`src/rtl/chunked_addsub_if.sv`:
```
// chunked_addsub_if: operand and result handshake bundle for chunked_addsub.
//   Operand side : in_valid, in_ready, inp1, inp2, sub
//   Result side  : out_valid, out_ready, out, c31, c32, ovf (+ zero)
//   master modport drives operands and accepts results; slave is the adder.
//   Optional macro CHUNKED_ADDER_ZERO_EN adds the registered zero flag.
interface chunked_addsub_if #(
    parameter int unsigned WIDTH = 32
);
    logic             in_valid;
    logic             in_ready;
    logic [WIDTH-1:0] inp1;
    logic [WIDTH-1:0] inp2;
    logic             sub;
    logic             out_valid;
    logic             out_ready;
    logic [WIDTH-1:0] out;
    logic             c31;
    logic             c32;
    logic             ovf;
`ifdef CHUNKED_ADDER_ZERO_EN
    logic             zero;
`endif

    modport master (
        output in_valid, inp1, inp2, sub, out_ready,
        input  in_ready, out_valid, out, c31, c32, ovf
`ifdef CHUNKED_ADDER_ZERO_EN
        , input zero
`endif
    );

    modport slave (
        input  in_valid, inp1, inp2, sub, out_ready,
        output in_ready, out_valid, out, c31, c32, ovf
`ifdef CHUNKED_ADDER_ZERO_EN
        , output zero
`endif
    );
endinterface

```
`src/rtl/chunked_addsub.sv`:
```
// chunked_addsub: multi-cycle adder/subtractor, CHUNK bits per clock with a
// registered carry between chunks.
//   clk  : rising-edge clock
//   rst  : synchronous active-low reset
//   bus  : chunked_addsub_if.slave (operand handshake in, result handshake out)
// Optional macro CHUNKED_ADDER_ZERO_EN adds the zero flag, built by
// OR-accumulating each chunk result while busy.
module chunked_addsub #(
    parameter int unsigned WIDTH = 32,
    parameter int unsigned CHUNK = 8
) (
    input  logic             clk,
    input  logic             rst,
    chunked_addsub_if.slave  bus
);
    localparam int unsigned NCH = WIDTH / CHUNK;
    localparam int unsigned KW  = (NCH > 1) ? $clog2(NCH) : 1;

    typedef enum logic [1:0] {IDLE, BUSY, DONE} state_e;

    state_e           state_q;
    logic [WIDTH-1:0] a_q, b_q, res_q;
    logic [WIDTH-1:0] res_d;
    logic             carry_q;
    logic [KW-1:0]    k_q;
    logic             in_ready_q, out_valid_q;
    logic             c31_q, c32_q, ovf_q;
    logic             last;

    logic [CHUNK-1:0] ca, cb;
    logic [CHUNK:0]   csum;
    logic             cmsb;

    // Operands shift right one chunk per cycle so the active chunk is always
    // the low CHUNK bits; results enter from the top, so after NCH cycles
    // chunk k sits at res[k*CHUNK +: CHUNK].
    always_comb begin
        ca   = a_q[CHUNK-1:0];
        cb   = b_q[CHUNK-1:0];
        csum = {1'b0, ca} + {1'b0, cb} + {{CHUNK{1'b0}}, carry_q};
        last = (k_q == KW'(NCH - 1));
        res_d = WIDTH'({csum[CHUNK-1:0], res_q} >> CHUNK);
    end

    // Carry into the top bit of the current chunk; only meaningful on the
    // final chunk, which holds bit WIDTH-1.
    generate
        if (CHUNK == 1) begin : g_cmsb_1
            assign cmsb = carry_q;
        end else begin : g_cmsb_n
            logic [CHUNK-1:0] lo;
            assign lo   = {1'b0, ca[CHUNK-2:0]} + {1'b0, cb[CHUNK-2:0]}
                        + {{(CHUNK-1){1'b0}}, carry_q};
            assign cmsb = lo[CHUNK-1];
        end
    endgenerate

`ifdef CHUNKED_ADDER_ZERO_EN
    logic nz_q, zero_q;
`endif

    always_ff @(posedge clk) begin
        if (!rst) begin
            state_q     <= IDLE;
            a_q         <= '0;
            b_q         <= '0;
            res_q       <= '0;
            carry_q     <= 1'b0;
            k_q         <= '0;
            in_ready_q  <= 1'b1;
            out_valid_q <= 1'b0;
            c31_q       <= 1'b0;
            c32_q       <= 1'b0;
            ovf_q       <= 1'b0;
`ifdef CHUNKED_ADDER_ZERO_EN
            nz_q        <= 1'b0;
            zero_q      <= 1'b0;
`endif
        end else begin
            case (state_q)
                IDLE: begin
                    if (bus.in_valid) begin
                        a_q        <= bus.inp1;
                        b_q        <= bus.sub ? ~bus.inp2 : bus.inp2;
                        carry_q    <= bus.sub;
                        k_q        <= '0;
                        in_ready_q <= 1'b0;
`ifdef CHUNKED_ADDER_ZERO_EN
                        nz_q       <= 1'b0;
`endif
                        state_q    <= BUSY;
                    end
                end
                BUSY: begin
                    a_q     <= a_q >> CHUNK;
                    b_q     <= b_q >> CHUNK;
                    carry_q <= csum[CHUNK];
                    res_q   <= res_d;
`ifdef CHUNKED_ADDER_ZERO_EN
                    nz_q    <= nz_q | (|csum[CHUNK-1:0]);
`endif
                    if (last) begin
                        k_q         <= '0;
                        c31_q       <= cmsb;
                        c32_q       <= csum[CHUNK];
                        ovf_q       <= cmsb ^ csum[CHUNK];
`ifdef CHUNKED_ADDER_ZERO_EN
                        zero_q      <= ~(nz_q | (|csum[CHUNK-1:0]));
`endif
                        out_valid_q <= 1'b1;
                        state_q     <= DONE;
                    end else begin
                        k_q <= k_q + 1'b1;
                    end
                end
                DONE: begin
                    if (bus.out_ready) begin
                        out_valid_q <= 1'b0;
                        in_ready_q  <= 1'b1;
                        state_q     <= IDLE;
                    end
                end
                default: state_q <= IDLE;
            endcase
        end
    end

    assign bus.in_ready  = in_ready_q;
    assign bus.out_valid = out_valid_q;
    assign bus.out       = res_q;
    assign bus.c31       = c31_q;
    assign bus.c32       = c32_q;
    assign bus.ovf       = ovf_q;
`ifdef CHUNKED_ADDER_ZERO_EN
    assign bus.zero      = zero_q;
`endif
endmodule

```
`src/flat_wrapper.sv`:
```
// flat-port wrapper written by rule: the top's interface ports become plain ports
module chunked_addsub_flat 
#(
    parameter int unsigned WIDTH = 32,
    parameter int unsigned CHUNK = 8
)
  (clk, rst, bus_in_valid, bus_inp1, bus_inp2, bus_sub, bus_out_ready, bus_in_ready, bus_out_valid, bus_out, bus_c31, bus_c32, bus_ovf);
  chunked_addsub_if #(.WIDTH(WIDTH)) bus_i ();
  input  logic clk;
  input  logic rst;
  input wire logic [$bits(bus_i.in_valid)-1:0] bus_in_valid;
  input wire logic [$bits(bus_i.inp1)-1:0] bus_inp1;
  input wire logic [$bits(bus_i.inp2)-1:0] bus_inp2;
  input wire logic [$bits(bus_i.sub)-1:0] bus_sub;
  input wire logic [$bits(bus_i.out_ready)-1:0] bus_out_ready;
  output wire logic [$bits(bus_i.in_ready)-1:0] bus_in_ready;
  output wire logic [$bits(bus_i.out_valid)-1:0] bus_out_valid;
  output wire logic [$bits(bus_i.out)-1:0] bus_out;
  output wire logic [$bits(bus_i.c31)-1:0] bus_c31;
  output wire logic [$bits(bus_i.c32)-1:0] bus_c32;
  output wire logic [$bits(bus_i.ovf)-1:0] bus_ovf;
  assign bus_i.in_valid = bus_in_valid;
  assign bus_i.inp1 = bus_inp1;
  assign bus_i.inp2 = bus_inp2;
  assign bus_i.sub = bus_sub;
  assign bus_i.out_ready = bus_out_ready;
  assign bus_in_ready = bus_i.in_ready;
  assign bus_out_valid = bus_i.out_valid;
  assign bus_out = bus_i.out;
  assign bus_c31 = bus_i.c31;
  assign bus_c32 = bus_i.c32;
  assign bus_ovf = bus_i.ovf;
  chunked_addsub #(.WIDTH(WIDTH), .CHUNK(CHUNK)) u_core (.clk(clk), .rst(rst), .bus(bus_i));
endmodule
```
`config.mk`:
```
export PLATFORM = sky130hd
export DESIGN_NAME = chunked_addsub_flat
export DESIGN_NICKNAME = d
export VERILOG_FILES = /design/src/rtl/chunked_addsub_if.sv /design/src/rtl/chunked_addsub.sv /design/src/flat_wrapper.sv
export SDC_FILE = /design/constraint.sdc
export NUM_CORES = 1
export LEC_CHECK = 0
export BUFFER_PORTS_ARGS = -buffer_cell sky130_fd_sc_hd__buf_2
export CORE_ASPECT_RATIO = 0.5
export CORE_MARGIN = 2
export CORE_UTILIZATION = 45
export CTS_CLUSTER_SIZE = 30
export DETAILED_ROUTE_END_ITERATION = 12
export GPL_ROUTABILITY_DRIVEN = 1
export PLACE_DENSITY = 0.73
export SYNTH_ARGS = -nofsm -noshare
export SYNTH_HDL_FRONTEND = slang
export SYNTH_SLANG_ARGS = --single-unit
```
`constraint.sdc`:
```
create_clock -name clk -period 6.3 [get_ports clk]
set_input_delay 0 -clock clk [delete_from_list [all_inputs] [get_ports clk]]
set_output_delay 0 -clock clk [all_outputs]
set_load 0.05 [all_outputs]
```
[Yosys cells after proc, flatten, opt, wreduce, memory -nomap -nowiden]
Cells that the tools add are included.
W data, S select, Z words.
Operators by class
  add/sub/neg operators: 5
  equal/unequal tests: 6
  mux-type cells: 20
  bitwise logic cells: 2
  reduce and logical (&&, ||, !) cells: 9
Operator list (number)
  $pmux W32 S2: 2
  $mux W32: 3
  $not A32 Y32: 1
  $mux W2: 5
  $add A8 B8 Y9: 1
  $add A9 B1 Y9: 1
  $reduce_and A3 Y1: 3
  $add A7 B7 Y8: 1
  $add A8 B1 Y8: 1
  $pmux W1 S2: 3
  $pmux W2 S3: 1
  $reduce_bool A2 Y1: 3
  $mux W1: 5
  $eq A2 B2 Y1 const B: 2
  $ne A2 B2 Y1 const B: 2
  $pmux W2 S2: 1
  $reduce_and A2 Y1: 2
  $add A2 B1 Y2 const B: 1
  $eq A2 B1 Y1 const B: 1
  $logic_not A2 Y1: 1
  $ne A2 B1 Y1 const B: 1
  $xor A1 B1 Y1: 1
Storage, ports and cells
  flip-flop bits (word level): 106
  bits of input ports: 69
  output and inout port bits: 37
  word-level logic and storage cells: 53

[Depth between registers and ports, before layout]
  word-level depth: 4
  mapped depth: 8
  mapped depth without buffers: 8

[Least setup slack after synthesis]
No wires, ideal clock.
  path kind: reg2reg
  start point: register u_core.carry_q
  end point: register u_core.res_q[28], in the netlist u_core.bus.out[28]
  library setup time: 115 ps
  arrival time: 1924 ps
  required time: 6185 ps
  setup slack: 4262 ps
  cell stages (with the launch flop): 9
  path buffers: 0
  clock period less this slack: 2038 ps
  cell sequence: dfxtp_1 -> inv_1 -> fa_1 -> fa_1 -> nand2b_1 -> a21oi_1 -> xnor2_1 -> o21ai_0 -> and2_1
On the way
  longest elaborated chain between the ends: 1
Ends and longest elaborated chain
  start: declaration: line chunked_addsub.sv:24  | logic carry_q;
  start signal: assignment: line chunked_addsub.sv:85  | carry_q <= bus.sub;
  start signal: assignment: line chunked_addsub.sv:97  | carry_q <= csum[CHUNK];
  $add A9 B1 Y9: line chunked_addsub.sv:40  | csum = {1'b0, ca} + {1'b0, cb} + {{CHUNK{1'b0}}, carry_q};
  end signal: assignment: line chunked_addsub.sv:98  | res_q <= res_d;
  end: declaration: line chunked_addsub.sv:22  | logic [WIDTH-1:0] a_q, b_q, res_q;
Every way passes these cells.
A chain may end at the register's enable or synchronous reset.

[Worst setup path after layout]
  start point: register u_core.state_q[1]
  end point: register u_core.b_q[5]
On the way
  longest elaborated chain between the ends: 3
  elaborated cells on any way between the ends: 6
  classes of those cells: eq/ne: 2; mux: 1; reduce/logical: 3
Ends and longest elaborated chain
  start: declaration: line chunked_addsub.sv:21  | state_e state_q;
  start signal: assignment: line chunked_addsub.sv:64  | state_q <= IDLE;
  start signal: assignment: line chunked_addsub.sv:91  | state_q <= BUSY;
  start signal: assignment: line chunked_addsub.sv:111  | state_q <= DONE;
  $eq A2 B1 Y1 or $logic_not A2 Y1 (tied branches): line chunked_addsub.sv:80  | case (state_q)
  $reduce_bool A2 Y1 (no source line) or $ne A2 B2 Y1 (tied branches)
  $reduce_and A2 Y1 (no source line)
  end signal: assignment: line chunked_addsub.sv:84  | b_q <= bus.sub ? ~bus.inp2 : bus.inp2;
  end signal: assignment: line chunked_addsub.sv:96  | b_q <= b_q >> CHUNK;
  end: declaration: line chunked_addsub.sv:22
Parallel ways exist; a longest one is shown, timed or not.

==> impl.org <==
** Synth
- Of the total synthesized cell area, the portion taken by AND, OR, NAND and NOR gates is 0.216.
- Main combinational cell family by area after synthesis :: simple AND/OR/NAND/NOR gates
- Of the total synthesized cell area, the portion taken by full adders, half adders and majority gates is 0.0286.
- Post-synthesis sequential area ratio :: 0.433
- During synthesis, Yosys emitted a total of 0 warnings.
- Area fraction in compound gates after synthesis :: 0.208
- Synthesis inferred 106 register bits.
- For this run, asynchronously set or reset flops after synthesis account for 0.
- In the synthesized netlist, the number of instances is 571.
- Post-Synth XOR/XNOR Area :: 0.0643
- After synthesis the cells add up to 0.00490 sq mm.
- Net count after synthesis :: 650
- Number of synthesized flops with an enable pin :: 0
- Post-synthesis mux area share :: 0
- Yosys cell types :: 39
- For this run, the leading register cell type out of synthesis is dfxtp_1.
- Mapped Avg Cell Area :: 8.59 sq um

** Setup path
- Maximum fanout along the worst path :: 59
- Kind of capture point of the worst setup path :: flip-flop
- Critical setup path kind :: flip-flop to flip-flop
- Among all stages on the critical path, the largest delay is contributed by nor2_2.
- Kind of launch point of the worst setup path :: flip-flop
- The critical path goes through nor2_4, buf_4, nor2_2, a221oi_1, nor2b_1.
- For this run, the slowest stage of the critical path takes just under 0.9 ns.
- Required time of the critical path :: 6.58 ns
- For the worst setup path, the data arrival time is 2.49 ns.

** Cells and area
- Number of filler instances in the final layout :: between 900 and 1k
- Layout cell share with drive strength beyond 1 :: 0.197
- Count of inserted antenna diode cells :: 0
- From synthesis to final layout, the design area changed by 20.7%.
- Non-Filler Cell Area, Final :: 0.00592 sq mm
- Layout net count :: 744

** Floorplanning
- Count of standard-cell rows :: 26
- The initial utilization of the core area, before any placement, comes to 0.471.
- Die Height :: 77.8 um
- From left edge to right edge, the die measures about 150 um.
- The floorplan step defined a core boundary enclosing 0.0104 sq mm.
- 106 I/O pins were placed.
- Area enclosed by the die boundary :: 0.0118 sq mm

** STA
- Ratio of final minimum period to clock period :: 0.352
- Number of max-slew violations in the final report :: 0
- Max frequency :: 452 MHz
- Setup violations remaining at the end of the flow were counted as 0.
- Fin crit period :: 2.21 ns
- Skew final :: 0.00675 ns
- Least-Margin Pin Slew :: roughly 1.1 ns
- Setup total negative slack on the finished layout was measured at 0 ns.
- Setup repair after global routing left no endpoint under its margin.
- The count of endpoints failing hold in the final timing report came to 0.
- Headroom to the max-slew limit came out at 0.238.

** Global route
- The number of antenna violations at the first check in global routing was 0.
- Largest net degree at the start of global routing :: between 100 and 150
- For this run, the total global-route usage over all layers was measured as 0.193.
- Vias in the first global route :: slightly below 4k
- Grt total ovfl :: 0
- Wire length of the first global-routing pass :: 18.6 mm

** Place
- Hpwl dp :: 7.01 mm
- Input and output buffers added on the ports amount to 105.
- The congestion estimate from routability-driven global placement came to around 0.80.
- Summing all placed instances gives a cell area of 0.00542 sq mm.

** Outcome
- The flow ran to the end, and the final reports show no timing, DRC or antenna violations.

** Clock network
- CTS-repair resized insts :: 0
- After clock tree synthesis, the clock-pin slew on the worst setup and hold paths is 0.08 ns.
- Maximum count of clock buffers along a single path :: 2
- At the later pin of the worst-skew pair, clock insertion delay measures 0.34 ns.
- Buffers added to address setup during post-CTS repair amount to 0.
- # hold bufs at CTS :: 21
- Number of buffers added by the clock tree synthesis step :: 9
- Num Clock Sinks :: 106
- TritonCTS built the clock tree.
- Cell at the root of the clock tree :: clkbuf_16
- Number of H-tree branching levels :: 3

** Routing
- Post-detailed-route wirelength per cell :: 13.7 um
- In this run, the number of DRC markers left after iteration 0 of detailed routing was 279.
- Vias :: about 4.2k
- For this run, the detailed router's first-pass iteration total came to 4.
- After detailed routing, the number of vias per cell comes to 5.15.
- Final Routed Wirelength :: 11.1 mm
- DRC viols :: 0
- Once detail routing completed, the nets flagged for antenna violations numbered 0.

** Power and ir drop
- Logic gate share of total power :: 0.173
- Worst IR drop on VDD :: 0.147 mV
- Cell internal power was estimated by the tool at 1.10 mW.
- Final Total Pwr :: around 1.5 mW
- Of the total power, the share spent switching nets is 0.289.
- Portion of total power attributed to the clock network :: 0.348
- Of the total power, registers draw 0.479.
- Net Sw Power :: 0.448 mW
- Power Dens Cells :: approximately 260 mW/mm^2
- In this run the static leakage power is around 2.6 nW.

** Run
- Max-cap check violation count :: 0

** Min path
- Hold crit path type :: primary input to flip-flop
## state kept, by name, indices dropped and copies added, names as in the netlist
| register | cells |
|---|---|
| u_core.a_q | 32 |
| u_core.b_q | 32 |
| u_core.bus.c31 | 1 |
| u_core.bus.c32 | 1 |
| u_core.bus.in_ready | 1 |
| u_core.bus.out | 32 |
| u_core.bus.out_valid | 1 |
| u_core.bus.ovf | 1 |
| u_core.carry_q | 1 |
| u_core.k_q | 2 |
| u_core.state_q | 2 |
## cells by family (layout without fill, tap and decap cells)
kind of cell | Yosys count | in the layout
AO/OA/AOI/OAI | 129 | 129
AND/OR/NAND/NOR | 235 | 235
XOR/XNOR | 36 | 36
adder cells (fa/ha/maj) | 10 | 10
buffers and inverters | 55 | 154
flip-flops | 106 | 106
## cells in the mapped netlist (2+ instances only)
library cell	number	share of area
a21o_1	2	0.0031
nor3_1	3	0.0031
o211ai_1	3	0.0046
a21oi_1	9	0.0092
o211a_1	28	0.057
and2_1	3	0.0038
buf_2	23	0.023
clkbuf_1	20	0.015
buf_4	2	0.0031
nor2_1	30	0.023
fa_1	2	0.0082
inv_1	9	0.0069
ha_1	8	0.020
a211oi_1	2	0.0031
dfxtp_1	106	0.43
nand2b_1	4	0.0051
o21ai_0	10	0.010
a21boi_1	16	0.024
nor2b_1	26	0.033
a21boi_0	27	0.041
nand3_1	40	0.041
xnor2_1	28	0.050
nand3b_1	2	0.0031
a31oi_1	3	0.0038
nor2_2	2	0.0026
xor2_1	8	0.014
nand2_1	120	0.092
a221oi_1	24	0.043
## power groups by stage
stage	clock network [mW]	registers (mW)	logic, mW
3_5_place_dp	0	0.757	0.258
4_1_cts	0.554	0.741	0.270
6_report	0.540	0.742	0.268
5_1_grt	0.580	0.747	0.300
3_3_place_gp	0	0.756	0.253
2_1_floorplan	0	0.770	0.178
## area by class of cell
| class | instances | area, sq um | share of cell area |
|---|---|---|---|
| Sequential cell | 106 | 2120 | 0.358 |
| Timing Repair Buffer | 129 | 758 | 0.128 |
| Tap cell | 140 | 175 | 0.0296 |
| Inverter | 9 | 33.8 | 0.00571 |
| Clock inverter | 7 | 61.3 | 0.0104 |
| Multi-Input combinational cell | 410 | 2540 | 0.430 |
| Clock buffer | 9 | 225 | 0.0380 |
## per-layer routing
layer	part of all wire	wire, um	global-route usage
met1	0.50	5530	0.274
met5	0	0	0
met3	0.039	428	0.0400
met2	0.45	5010	0.301
met4	0.0080	89	0.0463
## layout by cell type (no fill, tap or decap), types with 21 or more instances in the layout
| master | netlist | routed |
|---|---|---|
| dlygate4sd3_1 | 0 | 21 |
| nor2_1 | 30 | 30 |
| a221oi_1 | 24 | 24 |
| xnor2_1 | 28 | 28 |
| nand2_1 | 120 | 120 |
| nor2b_1 | 26 | 26 |
| buf_2 | 23 | 105 |
| a21boi_0 | 27 | 27 |
| o211a_1 | 28 | 28 |
| nand3_1 | 40 | 40 |
| dfxtp_1 | 106 | 106 |
## through the flow
step / std cells / util / setup slack, ns / hold WS [ns]
floorplan: 571 / - / 4.26 / 0.135
global placement: 773 / 0.521 / 4.15 / 0.245
detailed placement: 773 / 0.521 / 4.11 / 0.248
CTS: 810 / 0.569 / 4.09 / 0.00145
global route: 810 / 0.569 / 3.88 / 0.0142
finish: 810 / 0.569 / 4.09 / 0.00754
## final timing paths
check / start / to / slack (ns) / cells past startpoint
worst max-delay path: u_core.state_q[1] / u_core.b_q[5] / 4.09 / 5
worst min-delay path: bus_inp1[10] / u_core.a_q[10] / 0.008 / 4
worst max register to register: u_core.state_q[1] / u_core.b_q[5] / 4.09 / 5
worst min register to register: u_core.bus.out[1] / u_core.bus.out[1] / 0.45 / 2
## worst max-delay path, delay by kind of cell (launching register included)
kind	cells	cell delay, ns
flops	1	0.52
simple gates	3	1.11
buf+inv	1	0.31
compound gates	1	0.21
Note: power is estimated with default switching activity, not from simulation.
